<file path="src/rtl/noc_pkg.sv">
// Shared constants and types for the 16-port NoC fabric and its output schedulers.
package noc_pkg;

  localparam int N_PORTS  = 16;
  localparam int DW       = 8;
  localparam int DEST_MSB = 7;
  localparam int DEST_LSB = 4;
  localparam int DEST_W   = DEST_MSB - DEST_LSB + 1;

  typedef logic [DW-1:0] flit_t;
  typedef logic [3:0]    port_idx_t;

endpackage

</file>
<file path="src/rtl/noc_rr_pick.sv">
// Combinational round-robin picker: first asserted req at or after rr_ptr, wrapping modulo N.
module noc_rr_pick
  import noc_pkg::*;
#(
  parameter int N  = 16,
  parameter int IW = $clog2(N)
) (
  input  logic [N-1:0]  req,
  input  logic [IW-1:0] rr_ptr,
  output logic          gnt_valid,
  output logic [IW-1:0] gnt_idx
);

  logic [IW:0]   sum_next;
  logic [IW-1:0] idx_next;

  // Scan from the far end back toward rr_ptr so the nearest request is assigned last and wins.
  always_comb begin
    gnt_valid = |req;
    gnt_idx   = '0;
    sum_next  = '0;
    idx_next  = '0;
    for (int k = N - 1; k >= 0; k--) begin
      sum_next = {1'b0, rr_ptr} + (IW+1)'(k);
      if (sum_next >= (IW+1)'(N)) begin
        sum_next = sum_next - (IW+1)'(N);
      end
      idx_next = sum_next[IW-1:0];
      if (req[idx_next]) begin
        gnt_idx = idx_next;
      end
    end
  end

endmodule

</file>
<file path="src/rtl/noc_out_arbiter.sv">
// Per-output scheduler: one pending slot per input, round-robin grant into a registered output stage.
// Optional drop counter enabled by defining NOC_ARB_DROP_CNT_EN.
module noc_out_arbiter
  import noc_pkg::*;
#(
  parameter int PORT_ID = 0,
  parameter int N_PORTS = 16,
  parameter int DW      = 8
) (
  input  logic                  clk,
  input  logic                  reset,
  input  logic [N_PORTS-1:0]    wr,
  input  logic [N_PORTS*DW-1:0] data,
  input  logic                  out_ready,
  output logic                  out_valid,
  output logic [DW-1:0]         datao,
  output port_idx_t             out_src,
  output logic [N_PORTS-1:0]    pend,
  output logic [15:0]           drop_cnt
);

  localparam int IW = $clog2(N_PORTS);

  logic                  out_valid_reg;
  logic [DW-1:0]         datao_reg;
  port_idx_t             out_src_reg;
  logic [IW-1:0]         rr_ptr_reg;
  logic [N_PORTS-1:0]    pend_vec;
  logic [N_PORTS*DW-1:0] slot_flat;
  logic                  out_free;
  logic                  gnt_valid;
  logic [IW-1:0]         gnt_idx;
  logic                  grant;
`ifdef NOC_ARB_DROP_CNT_EN
  logic [N_PORTS-1:0]    drop;
`endif

  assign out_free = !out_valid_reg || out_ready;
  assign grant    = out_free && gnt_valid;

  noc_rr_pick #(
    .N  (N_PORTS),
    .IW (IW)
  ) u_pick (
    .req       (pend_vec),
    .rr_ptr    (rr_ptr_reg),
    .gnt_valid (gnt_valid),
    .gnt_idx   (gnt_idx)
  );

  genvar gi;
  generate
    for (gi = 0; gi < N_PORTS; gi++) begin : g_slot
      logic          pend_reg;
      logic [DW-1:0] slot_reg;
      logic          dest_hit;
      logic          granted;
      logic          slot_free;

      assign dest_hit  = wr[gi] && (data[gi*DW+DEST_LSB +: DEST_W] == DEST_W'(PORT_ID));
      assign granted   = grant && (gnt_idx == IW'(gi));
      // A slot being granted this edge can accept a new flit at the same edge.
      assign slot_free = !pend_reg || granted;
`ifdef NOC_ARB_DROP_CNT_EN
      assign drop[gi]  = dest_hit && !slot_free;
`endif

      always_ff @(posedge clk) begin
        if (reset) begin
          pend_reg <= 1'b0;
          slot_reg <= '0;
        end else if (dest_hit && slot_free) begin
          pend_reg <= 1'b1;
          slot_reg <= data[gi*DW +: DW];
        end else if (granted) begin
          pend_reg <= 1'b0;
        end
      end

      assign pend_vec[gi]            = pend_reg;
      assign slot_flat[gi*DW +: DW] = slot_reg;
    end
  endgenerate

  always_ff @(posedge clk) begin
    if (reset) begin
      out_valid_reg <= 1'b0;
      datao_reg     <= '0;
      out_src_reg   <= '0;
      rr_ptr_reg    <= '0;
    end else if (grant) begin
      out_valid_reg <= 1'b1;
      datao_reg     <= slot_flat[gnt_idx*DW +: DW];
      out_src_reg   <= port_idx_t'(gnt_idx);
      rr_ptr_reg    <= (gnt_idx == IW'(N_PORTS - 1)) ? '0 : gnt_idx + 1'b1;
    end else if (out_free) begin
      out_valid_reg <= 1'b0;
    end
  end

`ifdef NOC_ARB_DROP_CNT_EN
  logic [16:0] drop_sum_next;
  logic [15:0] drop_cnt_reg;

  always_comb begin
    drop_sum_next = {1'b0, drop_cnt_reg};
    for (int k = 0; k < N_PORTS; k++) begin
      drop_sum_next = drop_sum_next + 17'(drop[k]);
    end
  end

  always_ff @(posedge clk) begin
    if (reset) begin
      drop_cnt_reg <= '0;
    end else if (drop_sum_next[16]) begin
      drop_cnt_reg <= 16'hFFFF;
    end else begin
      drop_cnt_reg <= drop_sum_next[15:0];
    end
  end

  assign drop_cnt = drop_cnt_reg;
`else
  assign drop_cnt = '0;
`endif

  assign out_valid = out_valid_reg;
  assign datao     = datao_reg;
  assign out_src   = out_src_reg;
  assign pend      = pend_vec;

endmodule

</file>
<file path="config.mk">
export PLATFORM = sky130hd
export DESIGN_NAME = noc_out_arbiter
export DESIGN_NICKNAME = d
export VERILOG_FILES = /design/src/rtl/noc_pkg.sv /design/src/rtl/noc_rr_pick.sv /design/src/rtl/noc_out_arbiter.sv
export SDC_FILE = /design/constraint.sdc
export NUM_CORES = 1
export LEC_CHECK = 0
export ABC_AREA = 1
export CORE_ASPECT_RATIO = 0.7
export CORE_MARGIN = 1
export CORE_UTILIZATION = 35
export CTS_CLUSTER_DIAMETER = 50
export DETAILED_ROUTE_END_ITERATION = 12
export MAX_ROUTING_LAYER = met4
export PLACE_DENSITY = 0.58
export SYNTH_ARGS = -nofsm -noshare
export SYNTH_HDL_FRONTEND = slang
export SYNTH_SLANG_ARGS = --single-unit
</file>
<file path="constraint.sdc">
create_clock -name clk -period 6.3 [get_ports clk]
set_input_delay 0.945 -clock clk [delete_from_list [all_inputs] [get_ports clk]]
set_output_delay 0.945 -clock clk [all_outputs]
set_load 0.01 [all_outputs]
</file>
Word-level counts from Yosys, hierarchy flattened
Index checks and enable logic that the tools add are counted.
{"block": "classes", "order_cmp": 32, "eq_ne": 15, "reduce_logical": 118, "n_mux": 99, "shift": 1, "add_sub_neg": 32}
{"operator": "$mux W4", "n": 33}
{"operator": "$shiftx A128 B8 Y8", "n": 1}
{"operator": "$lt A4 B5 Y1 const B", "n": 16}
{"operator": "$ge A5 B5 Y1 const B", "n": 15}
{"operator": "$logic_not A4 Y1", "n": 17}
{"operator": "$bmux W1 S4", "n": 16}
{"operator": "$sub A4 B1 Y4 const B", "n": 16}
{"operator": "$mux W1", "n": 50}
{"operator": "$logic_and A1 B1 Y1", "n": 49}
{"operator": "$add A4 B4 Y5 const B", "n": 8}
{"operator": "$reduce_bool A2 Y1", "n": 17}
{"operator": "$eq A4 B4 Y1 const B", "n": 8}
{"operator": "$add A4 B3 Y5 const B", "n": 4}
{"operator": "$logic_not A1 Y1", "n": 17}
{"operator": "$logic_or A1 B1 Y1", "n": 17}
{"operator": "$eq A4 B3 Y1 const B", "n": 4}
{"operator": "$reduce_or A16 Y1", "n": 1}
{"operator": "$add A4 B2 Y5 const B", "n": 2}
{"operator": "$eq A4 B2 Y1 const B", "n": 2}
{"operator": "$add A4 B1 Y5 const B", "n": 1}
{"operator": "$ge A4 B5 Y1 const B", "n": 1}
{"operator": "$add A4 B1 Y4 const B", "n": 1}
{"operator": "$eq A4 B1 Y1 const B", "n": 1}
{"block": "totals", "out_inout_bits": 45, "reg_bits": 161}

Depth between registers and ports, before layout
Gate-level depths: netlist of run 1.
{"block": "logic_depth", "depth_word": 26, "mapped_depth": 39, "ltp_nobuf": 34}

Modules after synthesis
A second synthesis of run 1 with hierarchy kept.
{"block": "hier_totals", "hier_cells": 1422, "area_unflattened_um2": 8889.8}
{"module": "noc_out_arbiter", "n_inst": 1, "cells_each": 1064, "area_per_inst_um2": 7215.7}
{"module": "noc_rr_pick", "n_inst": 1, "cells_each": 358, "area_per_inst_um2": 1674.1}

Least setup slack after synthesis of run 1
No wires, ideal clock.
{"block": "synth_timing", "path_type": "reg2reg", "startpoint": "reg rr_ptr_reg[0]", "endpoint": "reg g_slot[3].slot_reg[4]", "slack_ns": 2.088, "n_path_buf": 4, "required_ns": 6.172, "t_arrival_ns": 4.085, "path_stages_with_launch": 37, "path_cell_list": "dfxtp_1 > inv_2 > buf_6 > buf_2 > ha_1 > clkbuf_1 > nand3_1 > nand3_1 > nand2_1 > nand2_1 > nand2_2 > nor2_1 > nand2_1 > nand3_1 > nand2_1 > nand2_1 > nand2_1 > nand2_1 > nand2_1 > nand2_1 > nand2_1 > nand2_1 > nand2_1 > nand2_1 > nand2_1 > nand2_1 > nand2_4 > clkinv_2 > buf_2 > ha_1 > inv_1 > nor2_1 > inv_1 > o21ai_2 > nand2_2 > nand2_1 > nor2_1"}
{"block": "synth_between", "elab_chain_len": 25, "elab_cells_between_ends": 115}
{"item": "start: declaration", "line_no": "noc_out_arbiter.sv:27", "source": "logic [IW-1:0] rr_ptr_reg;"}
{"item": "start signal: assignment", "line_no": "noc_out_arbiter.sv:95", "source": "rr_ptr_reg <= (gnt_idx == IW'(N_PORTS - 1)) ? '0 : gnt_idx + 1'b1;"}
{"item": "$add A4 B4 Y5", "line_no": "noc_rr_pick.sv:24", "source": "sum_next = {1'b0, rr_ptr} + (IW+1)'(k);"}
{"item": "$sub A4 B1 Y4 or $ge A5 B5 Y1 (tied branches)", "line_no": "noc_rr_pick.sv:26, noc_rr_pick.sv:25"}
{"item": "$mux W4", "line_no": "noc_rr_pick.sv:25", "source": "if (sum_next >= (IW+1)'(N)) begin"}
{"item": "$bmux W1 S4", "line_no": "noc_rr_pick.sv:29", "source": "if (req[idx_next]) begin"}
{"item": "$mux W1 (implied by the code)", "line_no": "noc_rr_pick.sv:29"}
{"item": "$mux W4 (15 in series)", "line_no": "noc_rr_pick.sv:29"}
{"item": "$mux W4 *", "line_no": "noc_rr_pick.sv:29"}
{"item": "$eq A4 B2 Y1 *", "line_no": "noc_out_arbiter.sv:61", "source": "assign granted = grant && (gnt_idx == IW'(gi));"}
{"item": "$logic_and A1 B1 Y1 *", "line_no": "noc_out_arbiter.sv:61"}
{"item": "$logic_or A1 B1 Y1 *", "line_no": "noc_out_arbiter.sv:63", "source": "assign slot_free = !pend_reg || granted;"}
{"item": "$logic_and A1 B1 Y1 *", "line_no": "noc_out_arbiter.sv:72", "source": "end else if (dest_hit && slot_free) begin"}
{"item": "end signal: assignment", "line_no": "noc_out_arbiter.sv:74", "source": "slot_reg <= data[gi*DW +: DW];"}
{"item": "end: declaration", "line_no": "noc_out_arbiter.sv:55", "source": "logic [DW-1:0] slot_reg;"}
Mark *: on every way between the ends. The rest lies on a longest branch, timed or not. The select of a mux whose other input is x is not followed.
A chain may end at the register's enable or synchronous reset.

Final worst setup path of run 1
{"block": "layout_timing", "startpoint": "reg rr_ptr_reg[0]", "endpoint": "reg g_slot[3].slot_reg[5]"}
The elaborated chain is that of the path after synthesis.

==> flow_metrics.env, run 1 <==
export IMPL_status="finished clean"
export IMPL_drt_iter0_drc=879
export IMPL_synthArstFlopShare=0
export IMPL_crit_buf_inv=7
export IMPL_place_gp_congestion=0.992
export IMPL_avgSynthCellArea_um2=6.36
export IMPL_synth_edff_count=0
export IMPL_skew_ps=15.5
export IMPL_fp_coreArea_um2=26100
export IMPL_placed_cells=1958
export IMPL_grt_max_degree=65
export IMPL_regArea_um2=3220
export IMPL_initial_core_util=0.362
export IMPL_max_freq_mhz=192
export IMPL_setup_viol=0
export IMPL_rows=49
export IMPL_cts_setup_buffers=0
export IMPL_hold_buffers=0
export IMPL_critPathTopFamily="simple AND/OR/NAND/NOR gates"
export IMPL_drive_gt1_frac=0.0655
export IMPL_cap_violations=0
export IMPL_yosys_top_cells_count="nand2_1, nand3_1, nor2_1"
export IMPL_slowest_delay_ps=660
export IMPL_antenna_left=0
export IMPL_crit_required_ps=6620
export IMPL_clk_pin_slew_ps=70
export IMPL_finalMaxSlewViolations=0
export IMPL_cts_path_max_buffers=2
export IMPL_synth_top_area_share=0.341
export IMPL_nFillCells=2750
export IMPL_path_max_fanout=27
export IMPL_ctsResizeCount=0
export IMPL_slowest_stage="ha_1"
export IMPL_max_slew_worst_pin_slew_ps=1110
export IMPL_worstPathArrival_ps=5520
export IMPL_largest_reg_flops=128
export IMPL_min_period_ps=5200
export IMPL_crit_type="register to register"
export IMPL_first_pass_iters=7
export IMPL_multi_input_area_um2=5330
export IMPL_ys_seq_area_frac=0.341
export IMPL_die_area_um2=27700
export IMPL_fin_util=0.452
export IMPL_synthCells=1488
export IMPL_wire_per_inst_um=15.0
export IMPL_yosys_register_bits=161
export IMPL_grt_overflow=0
export IMPL_clk_latency_ps=440
export IMPL_root_buffer="clkbuf_16"
export IMPL_critPathCaptureType="register"
export IMPL_pin_count=192
export IMPL_worstHoldPathType="register to register"
export IMPL_area_growth_pct=24.9
export IMPL_yosysMostFrequentCell="nand2_1"
export IMPL_dieWidth_um=198
export IMPL_cts_buffers=17
export IMPL_post_route_period_util=0.826
export IMPL_drc=0
export IMPL_max_slew_margin=0.254
export IMPL_cts_htree_levels=4
export IMPL_antenna_found_initial=0
export IMPL_yosysTopAreaCell="dfxtp_1"
export IMPL_cp_common_cell="nand2_1"
export IMPL_netlist_area_um2=9460
export IMPL_synth_distinct_cells=38
export IMPL_hpwl_mm=22.0
export IMPL_post_place_ws_ps=1140
export IMPL_grt_pass1_vias=9081
export IMPL_hold_viol_final=0
export IMPL_grt_pass1_wl_mm=48.0
export IMPL_die_y_um=140
export IMPL_numClockSinks=161
export IMPL_vias=9825
export IMPL_tns_ps=0
export IMPL_viasPerCell=4.94
export IMPL_diodes=0
export IMPL_instances_no_fill=1990
export IMPL_synth_warnings=0
export IMPL_start_kind="register"
export IMPL_rsz0062_at_grt="false"
export IMPL_drt_wl_total_mm=29.9
export IMPL_grt_use_total=0.226
export IMPL_num_nets_final=1775
export IMPL_synthTopCellsByArea="dfxtp_1, nand2_1, nand3_1"
export IMPL_cts_tree="done"
export IMPL_finalWorstSetupSlack_ps=1100
export IMPL_portBuffers=175
export IMPL_synthFlopType="dfxtp_1"
-- path summary, 6_finish.rpt --
kind	start	endpoint	slack, ps	cells after the start
worst max-delay path	rr_ptr_reg[0]	g_slot[3].slot_reg[5]	1100	35
worst min-delay path	g_slot[8].slot_reg[5]	g_slot[8].slot_reg[5]	440	2
worst min register to register	g_slot[8].slot_reg[5]	g_slot[8].slot_reg[5]	440	2
worst max register to register	rr_ptr_reg[0]	g_slot[3].slot_reg[5]	1100	35
-- cells by family (layout without fill, tap and decap cells) --
family | after synthesis | after routing | synth area share
AOI/OAI and AO/OA | 165 | 165 | 0.105
DFF | 161 | 161 | 0.341
buffers and inverters | 206 | 336 | 0.102
adders and majority gates | 8 | 8 | 0.0106
xor gates and xnor gates | 6 | 6 | 0.00635
and+or+nand+nor | 941 | 941 | 0.435
other | 1 | 16 | 0.000396
-- worst min-delay path: cells and delay by family (launching register included) --
kind,cells,cell delay [ps]
flops,1,310
simple gates,2,90
-- layer usage --
layer  wire, um  track usage
met1      14900        0.322
met2      12900        0.330
met3       1880       0.0393
met4        256       0.0514
met5          0            -
-- cell usage in the layout (no fill, tap or decap), types with 8 or more instances in the layout --
master,netlist,routed
conb_1,1,16
buf_4,38,13
nor3_1,25,25
a21oi_1,119,119
dfxtp_1,161,161
inv_1,94,94
nand3b_1,36,36
nand2_1,463,463
clkbuf_16,0,17
nand2_2,14,14
nor2_1,180,180
o21ai_4,11,11
nand3_1,202,202
o21bai_1,8,8
nand2_4,9,9
clkdlybuf4s50_1,0,174
ha_1,8,8
inv_2,17,17
o21ai_0,15,15
-- layout make-up --
cell class,instances,area share
tap,357,0.0378
inverter,116,0.0374
clock inverter,14,0.00900
clock buffer,18,0.0363
multi-input combinational,1136,0.451
timing repair buffer,188,0.156
sequential,161,0.273
-- stage by stage --
| step | cell area (um^2) | hold WS [ps] |
|---|---|---|
| after floorplan | 9510 | 417 |
| after global placement | 11300 | 426 |
| after detailed placement | 11300 | 428 |
| after CTS | 11800 | 438 |
| after global routing | 11800 | 452 |
| final | 11800 | 437 |
Power of run 1 is not shown: default switching activity piles up to over one toggle a cycle in this logic, so the estimate is an artifact.
==> run 2, diff against run 1 <==
Settings changed: PLACE_DENSITY 0.58 to 0.6.
Clock period 6.3 ns to 4.53 ns, I/O delays scaled along.
==> run 2 against run 1 <==
Fmax increased by 24%. Final area increased by 2.0%. Critical path depth decreased by 2. Worst setup slack got worse by 750 ps. Wire length increased by 1.8%. Die area unchanged. Global-route usage increased by 0.14 points. Clock skew decreased by 4.8 ps. Worst hold slack improved by 3.0 ps. Highest routed layer unchanged. Register-to-register slack got worse by 750 ps.
==> flow_metrics.env, run 2 (synthesized netlist as in run 1, its figures left out) <==
export IMPL_hold_viol_final=0
export IMPL_dieWidth_um=198
export IMPL_hold_depth=2
export IMPL_max_freq_mhz=239
export IMPL_grt_use_total=0.228
export IMPL_fp_coreArea_um2=26100
export IMPL_clk_latency_ps=440
export IMPL_largest_reg_flops=128
export IMPL_start_kind="register"
export IMPL_worstPathArrival_ps=4470
export IMPL_viasPerCell=4.88
export IMPL_slowest_stage="dfxtp_1"
export IMPL_hpwl_mm=22.4
export IMPL_hold_buffers=0
export IMPL_regArea_um2=3220
export IMPL_initial_core_util=0.362
export IMPL_crit_required_ps=4810
export IMPL_cap_violations=0
export IMPL_drive_gt1_frac=0.0752
export IMPL_portBuffers=175
export IMPL_placed_cells=1968
export IMPL_crit_type="register to register"
export IMPL_rows=49
export IMPL_layout_common_cells="nand2_1, nand3_1, nor2_1"
export IMPL_worstHoldPathType="register to register"
export IMPL_cp_common_cell="nand2_1"
export IMPL_min_period_ps=4190
export IMPL_rr_endpoint="g_slot[15].slot_reg[2]"
export IMPL_drc=0
export IMPL_rsz0062_at_grt="false"
export IMPL_max_slew_worst_pin_slew_ps=1110
export IMPL_r2r_start="rr_ptr_reg[0]"
export IMPL_min_to="g_slot[9].slot_reg[4]"
export IMPL_nFillCells=2766
export IMPL_finalMaxSlewViolations=0
export IMPL_grtUsageMet2=0.329
export IMPL_clk_pin_slew_ps=60
export IMPL_antenna_found_initial=0
export IMPL_numClockSinks=161
export IMPL_instances_no_fill=2006
export IMPL_num_nets_final=1791
export IMPL_drt_iter0_drc=815
export IMPL_tns_ps=0
export IMPL_r2r_cells=33
export IMPL_post_route_period_util=0.925
export IMPL_antenna_left=0
export IMPL_use_met1=0.334
export IMPL_cts_tree="done"
export IMPL_skew_ps=10.7
export IMPL_drt_wl_total_mm=30.5
export IMPL_grt_busiest_layer="met1"
export IMPL_met3_usage=0.0354
export IMPL_finalWorstSetupSlack_ps=342
export IMPL_die_y_um=140
export IMPL_diodes=0
export IMPL_pin_count=192
export IMPL_setup_viol=0
export IMPL_grt_max_degree=80
export IMPL_critPathCaptureType="register"
export IMPL_r2r_slack_ps=340
export IMPL_status="finished clean"
export IMPL_vias=9785
export IMPL_grt_pass1_vias=8850
export IMPL_area_growth_pct=27.5
export IMPL_cts_htree_levels=4
export IMPL_multi_input_area_um2=5360
export IMPL_whs_ps=440
export IMPL_cts_buffers=17
export IMPL_hp_start="g_slot[9].slot_reg[4]"
export IMPL_path_max_fanout=23
export IMPL_cts_path_max_buffers=2
export IMPL_grt_overflow=0
export IMPL_first_pass_iters=6
export IMPL_max_slew_margin=0.256
export IMPL_root_buffer="clkbuf_16"
export IMPL_wire_per_inst_um=15.2
export IMPL_place_gp_congestion=0.952
export IMPL_grt_pass1_wl_mm=48.0
export IMPL_post_place_ws_ps=138
export IMPL_slowest_delay_ps=350
export IMPL_die_area_um2=27700
export IMPL_final_common_cell="nand2_1"
## run 2: changes by cell type in the layout (fill, tap and decap cells not counted), sizes merged
cell      before  now
clkinvlp       4    6
bufinv         0    2
buf           14   30
clkinv         8    7
inv          118  115
## run 2: worst max-delay path: cells and delay by family, from the launching register on
kind	cells	cell delay, ps
adders and majority gates	2	540
xor gates and xnor gates	1	160
DFF	1	350
and+or+nand+nor	23	1780
AOI/OAI and AO/OA	2	370
buffers and inverters	5	790
## run 2: worst max-delay path by stage
stage | startpoint | endpoint | slack (ps) | cells past startpoint
after floorplan | rr_ptr_reg[0] | g_slot[3].slot_reg[4] | 320 | 36
after global placement | rr_ptr_reg[0] | g_slot[15].slot_reg[0] | 160 | 33
after detailed placement | rr_ptr_reg[0] | g_slot[3].slot_reg[6] | 140 | 33
after CTS | rr_ptr_reg[0] | g_slot[3].slot_reg[6] | 110 | 33
after global routing | rr_ptr_reg[0] | g_slot[15].slot_reg[0] | 9 | 33
final | rr_ptr_reg[0] | g_slot[15].slot_reg[2] | 340 | 33
## run 2: layout make-up
| type | instances | share of cell area |
|---|---|---|
| repair buffers | 204 | 0.165 |
| clock buffers | 18 | 0.0356 |
| clock inverters | 14 | 0.0131 |
| inverters | 116 | 0.0370 |
| multi-input cells | 1136 | 0.445 |
| flip-flops and latches | 161 | 0.267 |
| well taps | 357 | 0.0371 |
## run 2: per-layer routing
metal  share of wire  wire [um]  vias to the layer above
met1            0.51      15500                     4397
li1                -          -                     5039
met5               0          0                        -
met2            0.42      12800                      329
met4          0.0081        246                        0
met3           0.063       1930                       20
## run 2: what timing repair did
item | 4_1_cts | 5_1_grt
gates resized for setup | 0 | 6
setup endpoints to repair | 0 | 138
setup buffers | 0 | 6
## run 2: stage by stage
stage / utilization / instance area, um^2
floorplan: - / 9510
global placement: 0.435 / 11400
detailed placement: 0.435 / 11400
CTS: 0.457 / 11900
global route: 0.462 / 12100
finish: 0.462 / 12100
Power of run 2 is left out for the same reason.
==> run 3, diff against run 2 <==
Settings changed: CAP_MARGIN set to 20, SKIP_LAST_GASP set to 1.
==> run 3 against run 2 <==
First-iteration DRC count grew 4.5%. Utilization is essentially flat. Final area is essentially flat. Via count grew 0.65%. Non-clock buffer count grew 2. Fmax shrank 0.16%. Global-route usage is the same. Highest routed layer unchanged.
==> flow_metrics.env, run 3 (synthesized netlist as in run 1, its figures left out) <==
export IMPL_portBuffers=175
export IMPL_cap_violations=0
export IMPL_cp_common_cell="nand2_1"
export IMPL_min_to="g_slot[10].slot_reg[4]"
export IMPL_clk_latency_ps=440
export IMPL_die_y_um=140
export IMPL_min_period_ps=4190
export IMPL_rr_endpoint="g_slot[15].slot_reg[2]"
export IMPL_setup_viol=0
export IMPL_max_slew_margin=0.244
export IMPL_placed_cells=1968
export IMPL_max_freq_mhz=238
export IMPL_critPathTopFamily="simple AND/OR/NAND/NOR gates"
export IMPL_cts_tree="done"
export IMPL_status="finished clean"
export IMPL_grt_pass1_wl_mm=48.0
export IMPL_fp_coreArea_um2=26100
export IMPL_start_kind="register"
export IMPL_rsz0062_at_grt="false"
export IMPL_crit_required_ps=4810
export IMPL_grt_max_degree=80
export IMPL_critPathCaptureType="register"
export IMPL_tns_ps=0
export IMPL_post_route_period_util=0.926
export IMPL_drt_wl_total_mm=30.6
export IMPL_num_nets_final=1793
export IMPL_rows=49
export IMPL_fin_util=0.462
export IMPL_pin_count=192
export IMPL_slowest_stage="dfxtp_1"
export IMPL_hold_buffers=0
export IMPL_antenna_found_initial=0
export IMPL_grt_overflow=0
export IMPL_crit_buf_inv=5
export IMPL_drt_iter0_drc=852
export IMPL_layout_common_cells="nand2_1, nand3_1, nor2_1"
export IMPL_worstPathArrival_ps=4470
export IMPL_drive_gt1_frac=0.0763
export IMPL_nFillCells=2765
export IMPL_largest_reg_flops=128
export IMPL_r2r_cells=33
export IMPL_grt_use_total=0.228
export IMPL_hp_start="g_slot[10].slot_reg[4]"
export IMPL_area_growth_pct=27.6
export IMPL_crit_type="register to register"
export IMPL_slowest_delay_ps=340
export IMPL_cts_buffers=17
export IMPL_hpwl_mm=22.4
export IMPL_grt_pass1_vias=8850
export IMPL_max_slew_worst_pin_slew_ps=1130
export IMPL_r2r_slack_ps=340
export IMPL_final_common_cell="nand2_1"
export IMPL_die_area_um2=27700
export IMPL_diodes=0
export IMPL_finalMaxSlewViolations=0
export IMPL_multi_input_area_um2=5360
export IMPL_skew_ps=11.1
export IMPL_hold_depth=2
export IMPL_instances_no_fill=2008
export IMPL_cts_path_max_buffers=2
export IMPL_regArea_um2=3220
export IMPL_r2r_start="rr_ptr_reg[0]"
export IMPL_hold_viol_final=0
export IMPL_worstHoldPathType="register to register"
export IMPL_path_max_fanout=23
export IMPL_first_pass_iters=5
export IMPL_dieWidth_um=198
export IMPL_wire_per_inst_um=15.2
export IMPL_numClockSinks=161
export IMPL_clk_pin_slew_ps=60
export IMPL_viasPerCell=4.90
export IMPL_vias=9849
export IMPL_antenna_left=0
export IMPL_place_gp_congestion=0.952
export IMPL_cts_htree_levels=4
export IMPL_root_buffer="clkbuf_16"
export IMPL_initial_core_util=0.362
export IMPL_drc=0
run 3: cell count changes in the layout (fill, tap and decap cells not counted):
cell   change
buf_2      +2
run 3: through the flow:
step / area (um^2) / setup slack [ps] / hold slack [ps]
after floorplan: 9510 / 318 / 417
after global placement: 11400 / 163 / 426
after detailed placement: 11400 / 138 / 428
after CTS: 11900 / 108 / 439
after global routing: 12100 / 8.73 / 448
final: 12100 / 335 / 440
run 3: cell type report:
type                            instances  share of cell area
Multi-Input combinational cell       1136               0.444
Sequential cell                       161               0.267
Timing Repair Buffer                  206               0.166
Tap cell                              357              0.0370
Inverter                              116              0.0369
Clock buffer                           18              0.0356
Clock inverter                         14              0.0131
run 3: routing by layer:
metal	GRT usage	vias up	wire length [um]	share of wire
li1	-	5040	-	-
met1	0.334	4443	15700	0.51
met2	0.329	348	12800	0.42
met3	0.0354	18	1880	0.062
met4	0.0405	0	238	0.0078
met5	-	-	0	0
run 3: worst max-delay path by stage:
stage | endpoint | slack [ps] | from | cells after the start
finish | g_slot[15].slot_reg[2] | 340 | rr_ptr_reg[0] | 33
global route | g_slot[15].slot_reg[0] | 9 | rr_ptr_reg[0] | 33
global placement | g_slot[15].slot_reg[0] | 160 | rr_ptr_reg[0] | 33
detailed placement | g_slot[3].slot_reg[6] | 140 | rr_ptr_reg[0] | 33
CTS | g_slot[3].slot_reg[6] | 110 | rr_ptr_reg[0] | 33
floorplan | g_slot[3].slot_reg[4] | 320 | rr_ptr_reg[0] | 36
run 3: worst reg2reg max path: cells and delay by family, from the launching register on:
family	cells	cell delay, ps
buf+inv	5	810
xor+xnor	1	170
compound gates	2	370
flops	1	340
simple gates	23	1820
fa+ha+maj	2	530
run 3: repair_timing:
item / 4_1_cts / 5_1_grt
setup buffers: 0 / 6
setup endpoints to repair: 0 / 136
gates resized for setup: 0 / 6
hold endpoints to repair: 0 / 0
Power of run 3 is left out for the same reason.
